## src/rtl/alu_pkg.sv

```systemverilog
// Shared opcode encodings, flag bit positions and the per-opcode flag write mask.
package alu_pkg;

   localparam logic [3:0] OP_ADD    = 4'b0000;
   localparam logic [3:0] OP_SUB    = 4'b0001;
   localparam logic [3:0] OP_XOR    = 4'b0010;
   localparam logic [3:0] OP_RED    = 4'b0011;
   localparam logic [3:0] OP_SLL    = 4'b0100;
   localparam logic [3:0] OP_SRA    = 4'b0101;
   localparam logic [3:0] OP_ROR    = 4'b0110;
   localparam logic [3:0] OP_PADDSB = 4'b0111;
   localparam logic [3:0] OP_LW     = 4'b1000;
   localparam logic [3:0] OP_SW     = 4'b1001;
   localparam logic [3:0] OP_LHB    = 4'b1010;
   localparam logic [3:0] OP_LLB    = 4'b1011;
   localparam logic [3:0] OP_MUL    = 4'b1100;

   localparam int FLAG_N = 2;
   localparam int FLAG_V = 1;
   localparam int FLAG_Z = 0;

   typedef enum logic [0:0] {
      MUL_IDLE = 1'b0,
      MUL_RUN  = 1'b1
   } mul_state_e;

   // Which of {N,V,Z} an opcode is allowed to update; unmasked bits hold.
   function automatic logic [2:0] flag_mask(input logic [3:0] op);
      logic [2:0] m;
      m = 3'b000;
      case (op)
         OP_ADD, OP_SUB, OP_MUL:          m = 3'b111;
         OP_XOR, OP_SLL, OP_SRA, OP_ROR:  m = 3'b001;
         default:                         m = 3'b000;
      endcase
      return m;
   endfunction

endpackage

```

## src/rtl/alu_mul_iter.sv

```systemverilog
// Iterative radix-2 signed shift-add multiplier.
//
//  state    | meaning
//  ---------+------------------------------------------------------------
//  MUL_IDLE | waiting for start; done low
//  MUL_RUN  | one multiplier bit per cycle, cnt counts remaining bits
//
// Bit 0 is folded into the load so that WIDTH-1 run cycles remain; done
// is a one-cycle registered pulse, which lets the parent register the
// result exactly WIDTH cycles after start.
module alu_mul_iter
   import alu_pkg::*;
#(
   parameter int WIDTH = 16
) (
   input  logic               clk,
   input  logic               rst,
   input  logic               flush,
   input  logic               start,
   input  logic [WIDTH-1:0]   a,
   input  logic [WIDTH-1:0]   b,
   output logic               done,
   output logic [2*WIDTH-1:0] product
);

   localparam int CW = $clog2(WIDTH);

   mul_state_e         state;
   logic [CW-1:0]      cnt;
   logic [2*WIDTH-1:0] mcand;
   logic [WIDTH-1:0]   mplier;

   // Sequencer: load on start, accumulate one partial product per cycle, MSB weight negative.
   always_ff @(posedge clk) begin
      if (rst || flush) begin
         state   <= MUL_IDLE;
         done    <= 1'b0;
         cnt     <= '0;
         mcand   <= '0;
         mplier  <= '0;
         product <= '0;
      end else begin
         done <= 1'b0;
         case (state)
            MUL_IDLE: begin
               if (start) begin
                  product <= b[0] ? {{WIDTH{a[WIDTH-1]}}, a} : '0;
                  mcand   <= {{WIDTH{a[WIDTH-1]}}, a} << 1;
                  mplier  <= b >> 1;
                  cnt     <= CW'(WIDTH - 1);
                  state   <= MUL_RUN;
               end
            end
            MUL_RUN: begin
               if (mplier[0]) begin
                  if (cnt == CW'(1)) product <= product - mcand;
                  else               product <= product + mcand;
               end
               mcand  <= mcand << 1;
               mplier <= mplier >> 1;
               cnt    <= cnt - CW'(1);
               if (cnt == CW'(1)) begin
                  done  <= 1'b1;
                  state <= MUL_IDLE;
               end
            end
            default: state <= MUL_IDLE;
         endcase
      end
   end

endmodule

```

## src/rtl/alu_exec_unit.sv

```systemverilog
// EX-stage ALU: single-cycle registered ops, iterative MUL, masked N/V/Z flag register.
module alu_exec_unit
   import alu_pkg::*;
#(
   parameter int WIDTH  = 16,
   parameter int IMM_W  = 8,
   parameter int LANE_W = 4,
   parameter int MUL_EN = 1
) (
   input  logic             clk,
   input  logic             rst,
   input  logic             flush,
   input  logic             in_valid,
   output logic             in_ready,
   input  logic [3:0]       opcode,
   input  logic [WIDTH-1:0] input_A,
   input  logic [WIDTH-1:0] input_B,
   input  logic [IMM_W-1:0] imm,
   output logic             out_valid,
   output logic [WIDTH-1:0] out,
   output logic [2:0]       flag,
   output logic             busy
);

   localparam int SHW   = $clog2(WIDTH);
   localparam int LANES = WIDTH / LANE_W;
   localparam logic [WIDTH-1:0] SMAX = {1'b0, {(WIDTH-1){1'b1}}};
   localparam logic [WIDTH-1:0] SMIN = {1'b1, {(WIDTH-1){1'b0}}};

   logic               accept;
   logic               is_mul;
   logic [SHW-1:0]     shamt;
   logic [WIDTH-1:0]   sum_ab;
   logic [WIDTH-1:0]   dif_ab;
   logic [WIDTH-1:0]   imm_ext;
   logic [WIDTH-1:0]   red_res;
   logic [WIDTH-1:0]   padd_res;
   logic [WIDTH-1:0]   res;
   logic               res_ovf;
   logic [2:0]         res_mask;
   logic [2:0]         res_flag;
   logic               mul_done;
   logic [2*WIDTH-1:0] mul_prod;
   logic               mul_ovf;
   logic [2:0]         mul_flag;

   assign in_ready = ~busy;
   assign is_mul   = (opcode == OP_MUL) && (MUL_EN != 0);
   // A flush in the accept cycle drops the incoming op.
   assign accept   = in_valid & in_ready & ~flush;
   assign shamt    = input_B[SHW-1:0];
   assign sum_ab   = input_A + input_B;
   assign dif_ab   = input_A - input_B;
   assign imm_ext  = {{(WIDTH-IMM_W){imm[IMM_W-1]}}, imm};

   alu_mul_iter #(.WIDTH(WIDTH)) u_mul (
      .clk     (clk),
      .rst     (rst),
      .flush   (flush),
      .start   (accept & is_mul),
      .a       (input_A),
      .b       (input_B),
      .done    (mul_done),
      .product (mul_prod)
   );

   // Product overflows when the upper half plus the result sign bit is not a pure sign extension.
   assign mul_ovf  = ~((&mul_prod[2*WIDTH-1:WIDTH-1]) | ~(|mul_prod[2*WIDTH-1:WIDTH-1]));
   assign mul_flag = {mul_prod[WIDTH-1], mul_ovf, (mul_prod[WIDTH-1:0] == '0)};

   // Lane reduction and lane-wise saturating add; lanes never carry into each other.
   always_comb begin
      logic [LANE_W-1:0] la;
      logic [LANE_W-1:0] lb;
      logic [LANE_W:0]   ls;
      red_res  = '0;
      padd_res = '0;
      la       = '0;
      lb       = '0;
      ls       = '0;
      for (int i = 0; i < LANES; i++) begin
         la = input_A[i*LANE_W +: LANE_W];
         lb = input_B[i*LANE_W +: LANE_W];
         red_res = red_res + {{(WIDTH-LANE_W){la[LANE_W-1]}}, la}
                           + {{(WIDTH-LANE_W){lb[LANE_W-1]}}, lb};
         ls = {la[LANE_W-1], la} + {lb[LANE_W-1], lb};
         if (ls[LANE_W] != ls[LANE_W-1])
            padd_res[i*LANE_W +: LANE_W] = ls[LANE_W] ? {1'b1, {(LANE_W-1){1'b0}}}
                                                      : {1'b0, {(LANE_W-1){1'b1}}};
         else
            padd_res[i*LANE_W +: LANE_W] = ls[LANE_W-1:0];
      end
   end

   // Single-cycle result select; illegal opcodes (and MUL when disabled) give zero.
   always_comb begin
      res     = '0;
      res_ovf = 1'b0;
      case (opcode)
         OP_ADD: begin
            res_ovf = (input_A[WIDTH-1] == input_B[WIDTH-1]) && (sum_ab[WIDTH-1] != input_A[WIDTH-1]);
            res     = res_ovf ? (input_A[WIDTH-1] ? SMIN : SMAX) : sum_ab;
         end
         OP_SUB: begin
            res_ovf = (input_A[WIDTH-1] != input_B[WIDTH-1]) && (dif_ab[WIDTH-1] != input_A[WIDTH-1]);
            res     = res_ovf ? (input_A[WIDTH-1] ? SMIN : SMAX) : dif_ab;
         end
         OP_XOR:        res = input_A ^ input_B;
         OP_RED:        res = red_res;
         OP_SLL:        res = input_A << shamt;
         OP_SRA:        res = $signed(input_A) >>> shamt;
         OP_ROR:        res = WIDTH'({input_A, input_A} >> shamt);
         OP_PADDSB:     res = padd_res;
         OP_LW, OP_SW:  res = {input_A[WIDTH-1:1], 1'b0} + (imm_ext << 1);
         OP_LHB:        res = {imm, input_A[WIDTH-IMM_W-1:0]};
         OP_LLB:        res = {input_A[WIDTH-1:IMM_W], imm};
         default:       res = '0;
      endcase
   end

   assign res_mask = (opcode == OP_MUL) ? 3'b000 : flag_mask(opcode);
   assign res_flag = {res[WIDTH-1], res_ovf, (res == '0)};

   // Output, handshake and flag register; MUL completion takes priority over a new accept.
   always_ff @(posedge clk) begin
      if (rst) begin
         out       <= '0;
         out_valid <= 1'b0;
         flag      <= 3'b000;
         busy      <= 1'b0;
      end else begin
         out_valid <= 1'b0;
         if (flush) begin
            busy <= 1'b0;
         end else if (busy) begin
            if (mul_done) begin
               out       <= mul_prod[WIDTH-1:0];
               out_valid <= 1'b1;
               busy      <= 1'b0;
               flag      <= (flag & ~flag_mask(OP_MUL)) | (mul_flag & flag_mask(OP_MUL));
            end
         end else if (accept) begin
            if (is_mul) begin
               busy <= 1'b1;
            end else begin
               out       <= res;
               out_valid <= 1'b1;
               flag      <= (flag & ~res_mask) | (res_flag & res_mask);
            end
         end
      end
   end

endmodule

```

## config.mk

```make
export PLATFORM = sky130hd
export DESIGN_NAME = alu_exec_unit
export DESIGN_NICKNAME = d
export VERILOG_FILES = /design/src/rtl/alu_pkg.sv /design/src/rtl/alu_mul_iter.sv /design/src/rtl/alu_exec_unit.sv
export SDC_FILE = /design/constraint.sdc
export NUM_CORES = 1
export LEC_CHECK = 0
export CORE_MARGIN = 10
export CORE_UTILIZATION = 67
export CTS_CLUSTER_DIAMETER = 120
export DETAILED_ROUTE_END_ITERATION = 7
export GPL_TIMING_DRIVEN = 0
export MAX_ROUTING_LAYER = met4
export PLACE_DENSITY = 0.88
export REMOVE_ABC_BUFFERS = 1
export SETUP_SLACK_MARGIN = 0.1
export SLEW_MARGIN = 20
export SYNTH_ARGS = -nofsm -noshare
export SYNTH_HDL_FRONTEND = slang
export SYNTH_SLANG_ARGS = --single-unit
export TNS_END_PERCENT = 30
```

## constraint.sdc

```tcl
create_clock -name clk -period 9.18 [get_ports clk]
set_input_delay 1.836 -clock clk [delete_from_list [all_inputs] [get_ports clk]]
set_output_delay 1.836 -clock clk [all_outputs]
set_load 0.05 [all_outputs]
```

==> reports/results.ini <==
[worst_setup_path]
cp_slowest_cell = sky130_fd_sc_hd__clkdlybuf4s50_1
crit_type = in -> reg
reg2reg_to = u_mul.product[30]
r2r_slack_ns = 3.99
endpoint_kind = register
cp_data_required_time_ns = 9.39
critical_path.cell_chain = clkdlybuf4s50_1 -> inv_1 -> fa_1 -> inv_1 -> fa_1 -> fa_1 -> fa_1 -> ha_1 -> inv_1 -> fa_1 -> nor2b_1 -> o31ai_1 -> a21oi_1 -> o21ai_0 -> a2111oi_0 -> o211ai_1 -> o211ai_1 -> a21oi_1
r2r-start = u_mul.mcand[1]
crit_arrival_ns = 8.98
cp_common_cell = sky130_fd_sc_hd__fa_1
rr_worst_depth = 17
critical-path-max-stage-delay_ns = 1.10
startpoint_type = input pin
path_max_fanout = 12

[routing]
drc_errors = 0
routedWlPerCell_um = 24.1
route.final.wire_length_mm = 48.6
detail_route.iter0.violations = 2095
vias = 14300
post_detailed_route_count_of_antenna_violating_nets = 0
first_pass_iteration_count_of_the_detailed_router = 6
routed_via_density = 7.10

[floorplan]
io_pins = 70
total_die_area_mm2 = 0.0254
floorplan.die.width_um = 159
floorplan.initialDensity_pct = 68.9
floorplan.rows = 50
die_span_in_y_um = 159
core-area_mm2 = 0.0189

[layout]
multiInputGateArea_mm2 = 0.0101
layoutNonFillerInstCount = 2014
footprint_of_the_flip_flops_and_latches_mm2 = 0.00211
layout.nets = 1921
layout-area-overhead-vs-synth_pct = 7.12
post_route_cells_drive_above_1_share_pct = 5.65
filler_cell_count = 1515

[min_path]
min_path_type = reg -> reg
worst_hold_startpoint = out[4]
hold_path_end = out[4]
holdPathStages = 2

[timing]
finalSetupViolCount = 0
slew_headroom_pct = 27.1
worst_slack_ns = 0.408
finalHoldViolCount = 0
worst_hold_slack_ns = 0.452
fin_worst_skew_ns = 0.00918
clock.fmax_mhz = 114
fin_crit_sh_pct = 95.6
setup_repair_after_global_routing_missed_its_margin = no
max_slew.worst_pin.slew_ns = 1.09
timing.setup.tns_ns = 0
period_needed_ns = 8.77
report.final.slew_viol_count = 0

[synthesis]
synth-edff-count = 0
synth_top_cell_by_area = sky130_fd_sc_hd__dfxtp_1
synth.yosys.seq_area_share_pct = 16.2
post_synth_num_cell_types = 88
netlist_area_mm2 = 0.0130
synthesis.yosys.warnings = 0
post-synth-top-area-fraction_pct = 16.2
synthArstFlopShare_pct = 0
syn-instance-count = 1778
top_ff_cell_synth = sky130_fd_sc_hd__dfxtp_1
yosys-top-cells-area = sky130_fd_sc_hd__dfxtp_1 16%, sky130_fd_sc_hd__ha_1 8.7%, sky130_fd_sc_hd__a21oi_1 8.3%
synth_seq_cells = 105
syn-mean-instance-area_um2 = 7.32

[placement]
io_buffers = 69
dp_slack_ns = 0.503
place_congestion = 1.17
dp_cells = 1997
detailed_place_hpwl_mm = 35.8

[power_and_ir_drop]
ir_worst_vdd_v = 0.000171
leakage_power_total_nw = 5.46
power_density_mw_per_mm2 = 143
power.total_mw = 1.99

[cts]
clk_pin_slew_ns = 0.08
tritoncts = done
clkSinkCount = 105
cts_buffers = 9
cts_post_setup_buffers_inserted = 0
post_cts.resized_instances = 0
clkLatencyLatePin_ns = 0.37
ctsHoldBuffers = 0
htree_levels = 3
ctsLongestPathBuffers = 2
cts_root_buf = sky130_fd_sc_hd__clkbuf_16

[grt]
grt_pass1_vias = 13300
grt_antenna_before_repair = 0
grt_max_degree = 84
gr-total-overflow = 0
grt.total_usage_pct = 37.8
global_route_wire_length_before_repair_mm = 75.5

[outcome]
status = finished, final reports clean

[run]
max_cap_viol_count = 0

[per-layer routing]
layer	track usage, %	part of all wire (%)	up-vias
met3	13.0	15	240
met2	53.3	42	1056
met4	19.2	6.2	0
met1	46.9	38	6617
li1	-	-	6377
met5	-	0	-
[logic make-up after synthesis]
group                    count (synthesis)  synth area share (%)
XOR/XNOR                                91                  6.13
multiplexers                            68                  7.68
adder cells (fa/ha/maj)                127                  14.2
flip-flops                             105                  16.2
AO/OA/AOI/OAI                          547                  26.5
buffers and inverters                  208                  6.48
AND/OR/NAND/NOR                        632                  22.9
[cells in the final DEF, fill, tap and decap left out, types with 13 or more instances in the layout]
cell / Yosys / layout
sky130_fd_sc_hd__nor4_1: 15 / 15
sky130_fd_sc_hd__dfxtp_1: 105 / 103
sky130_fd_sc_hd__o31ai_1: 15 / 15
sky130_fd_sc_hd__nor2_1: 190 / 189
sky130_fd_sc_hd__o21a_1: 14 / 14
sky130_fd_sc_hd__mux2i_1: 32 / 32
sky130_fd_sc_hd__a211oi_1: 33 / 33
sky130_fd_sc_hd__a21oi_1: 215 / 213
sky130_fd_sc_hd__a21o_1: 22 / 21
sky130_fd_sc_hd__fa_1: 35 / 35
sky130_fd_sc_hd__o21ai_0: 74 / 74
sky130_fd_sc_hd__o211ai_1: 26 / 26
sky130_fd_sc_hd__nand3_1: 37 / 37
sky130_fd_sc_hd__clkdlybuf4s50_1: 0 / 62
sky130_fd_sc_hd__nor3_1: 62 / 61
sky130_fd_sc_hd__ha_1: 90 / 90
sky130_fd_sc_hd__xor2_1: 34 / 34
sky130_fd_sc_hd__nand2b_1: 33 / 33
sky130_fd_sc_hd__inv_1: 85 / 85
sky130_fd_sc_hd__nor2b_1: 20 / 20
sky130_fd_sc_hd__o22ai_1: 14 / 14
sky130_fd_sc_hd__xnor2_1: 57 / 57
sky130_fd_sc_hd__mux4_2: 24 / 24
sky130_fd_sc_hd__o21ai_1: 21 / 21
sky130_fd_sc_hd__nand2_1: 188 / 188
sky130_fd_sc_hd__nand4_1: 13 / 13
sky130_fd_sc_hd__a31oi_1: 19 / 19
[power by group]
part	total, mW	internal [mW]	switching, mW	leakage, nW
clock	0.394	0.192	0.202	0.141
combinational	1.13	0.421	0.710	4.47
sequential	0.467	0.462	0.00509	0.849
[cell usage after synthesis (all sizes together), types with 6 or more instances]
library cell,count
nand3b,8
a31oi,19
mux4,24
nor2,190
o21a,14
o211ai,26
o22ai,14
o31ai,16
o21ai,95
a311oi,6
a21oi,215
nand2,188
a2111oi,9
a21o,22
nor4,19
dfxtp,105
buf,41
a211oi,34
nand2b,33
ha,90
or3,11
nor3,63
xor2,34
nand3,37
fa,35
mux2i,32
a221oi,11
clkbuf,77
nor3b,7
mux2,12
o221ai,11
and3,9
inv,89
or2,8
nand4,13
xnor2,57
nor2b,20
and2,10
[how the worst max path moves through the flow]
stage               startpoint       end  slack (ns)  cells after the start
floorplan           input_B[2]  register        2.49                     19
global placement    input_B[0]   out[12]       -0.58                     19
detailed placement  input_A[1]   out[12]        0.50                     19
CTS                 input_A[1]  register        0.90                     20
global route        input_A[1]  register        0.39                     19
finish              input_A[1]   out[11]        0.41                     18
[cell type report]
cell class	count	share of cell area [%]
diodes	1	0.0180
clock buffers	10	1.64
clock inverters	6	0.413
inverters	90	2.42
multi-input cells	1465	72.5
flip-flops and latches	105	15.1
well taps	260	2.33
repair buffers	77	5.55
[through the flow]
step / cell area [um^2] / util [%]
2_1_floorplan: 12500 / -
3_3_place_gp: 13500 / 71.6
3_5_place_dp: 13600 / 72.2
4_1_cts: 13900 / 73.7
5_1_grt: 13900 / 73.7
6_report: 13900 / 73.8
[flip-flops by register name, summed over array words and instances, names as in the netlist, named ones only]
register and cells:
u_mul.product 32, u_mul.mcand 31, out 16, u_mul.mplier 15, u_mul.cnt 4, busy 1
out_valid 1, u_mul.done 1, u_mul.state 1
[critical path, delay by kind of cell]
family          cells  cell delay, ns
compound gates      7            2.57
fa+ha+maj           6            2.70
buf+inv             4            1.66
simple gates        1            0.20
No activity file was read; power rests on OpenSTA's default activity.
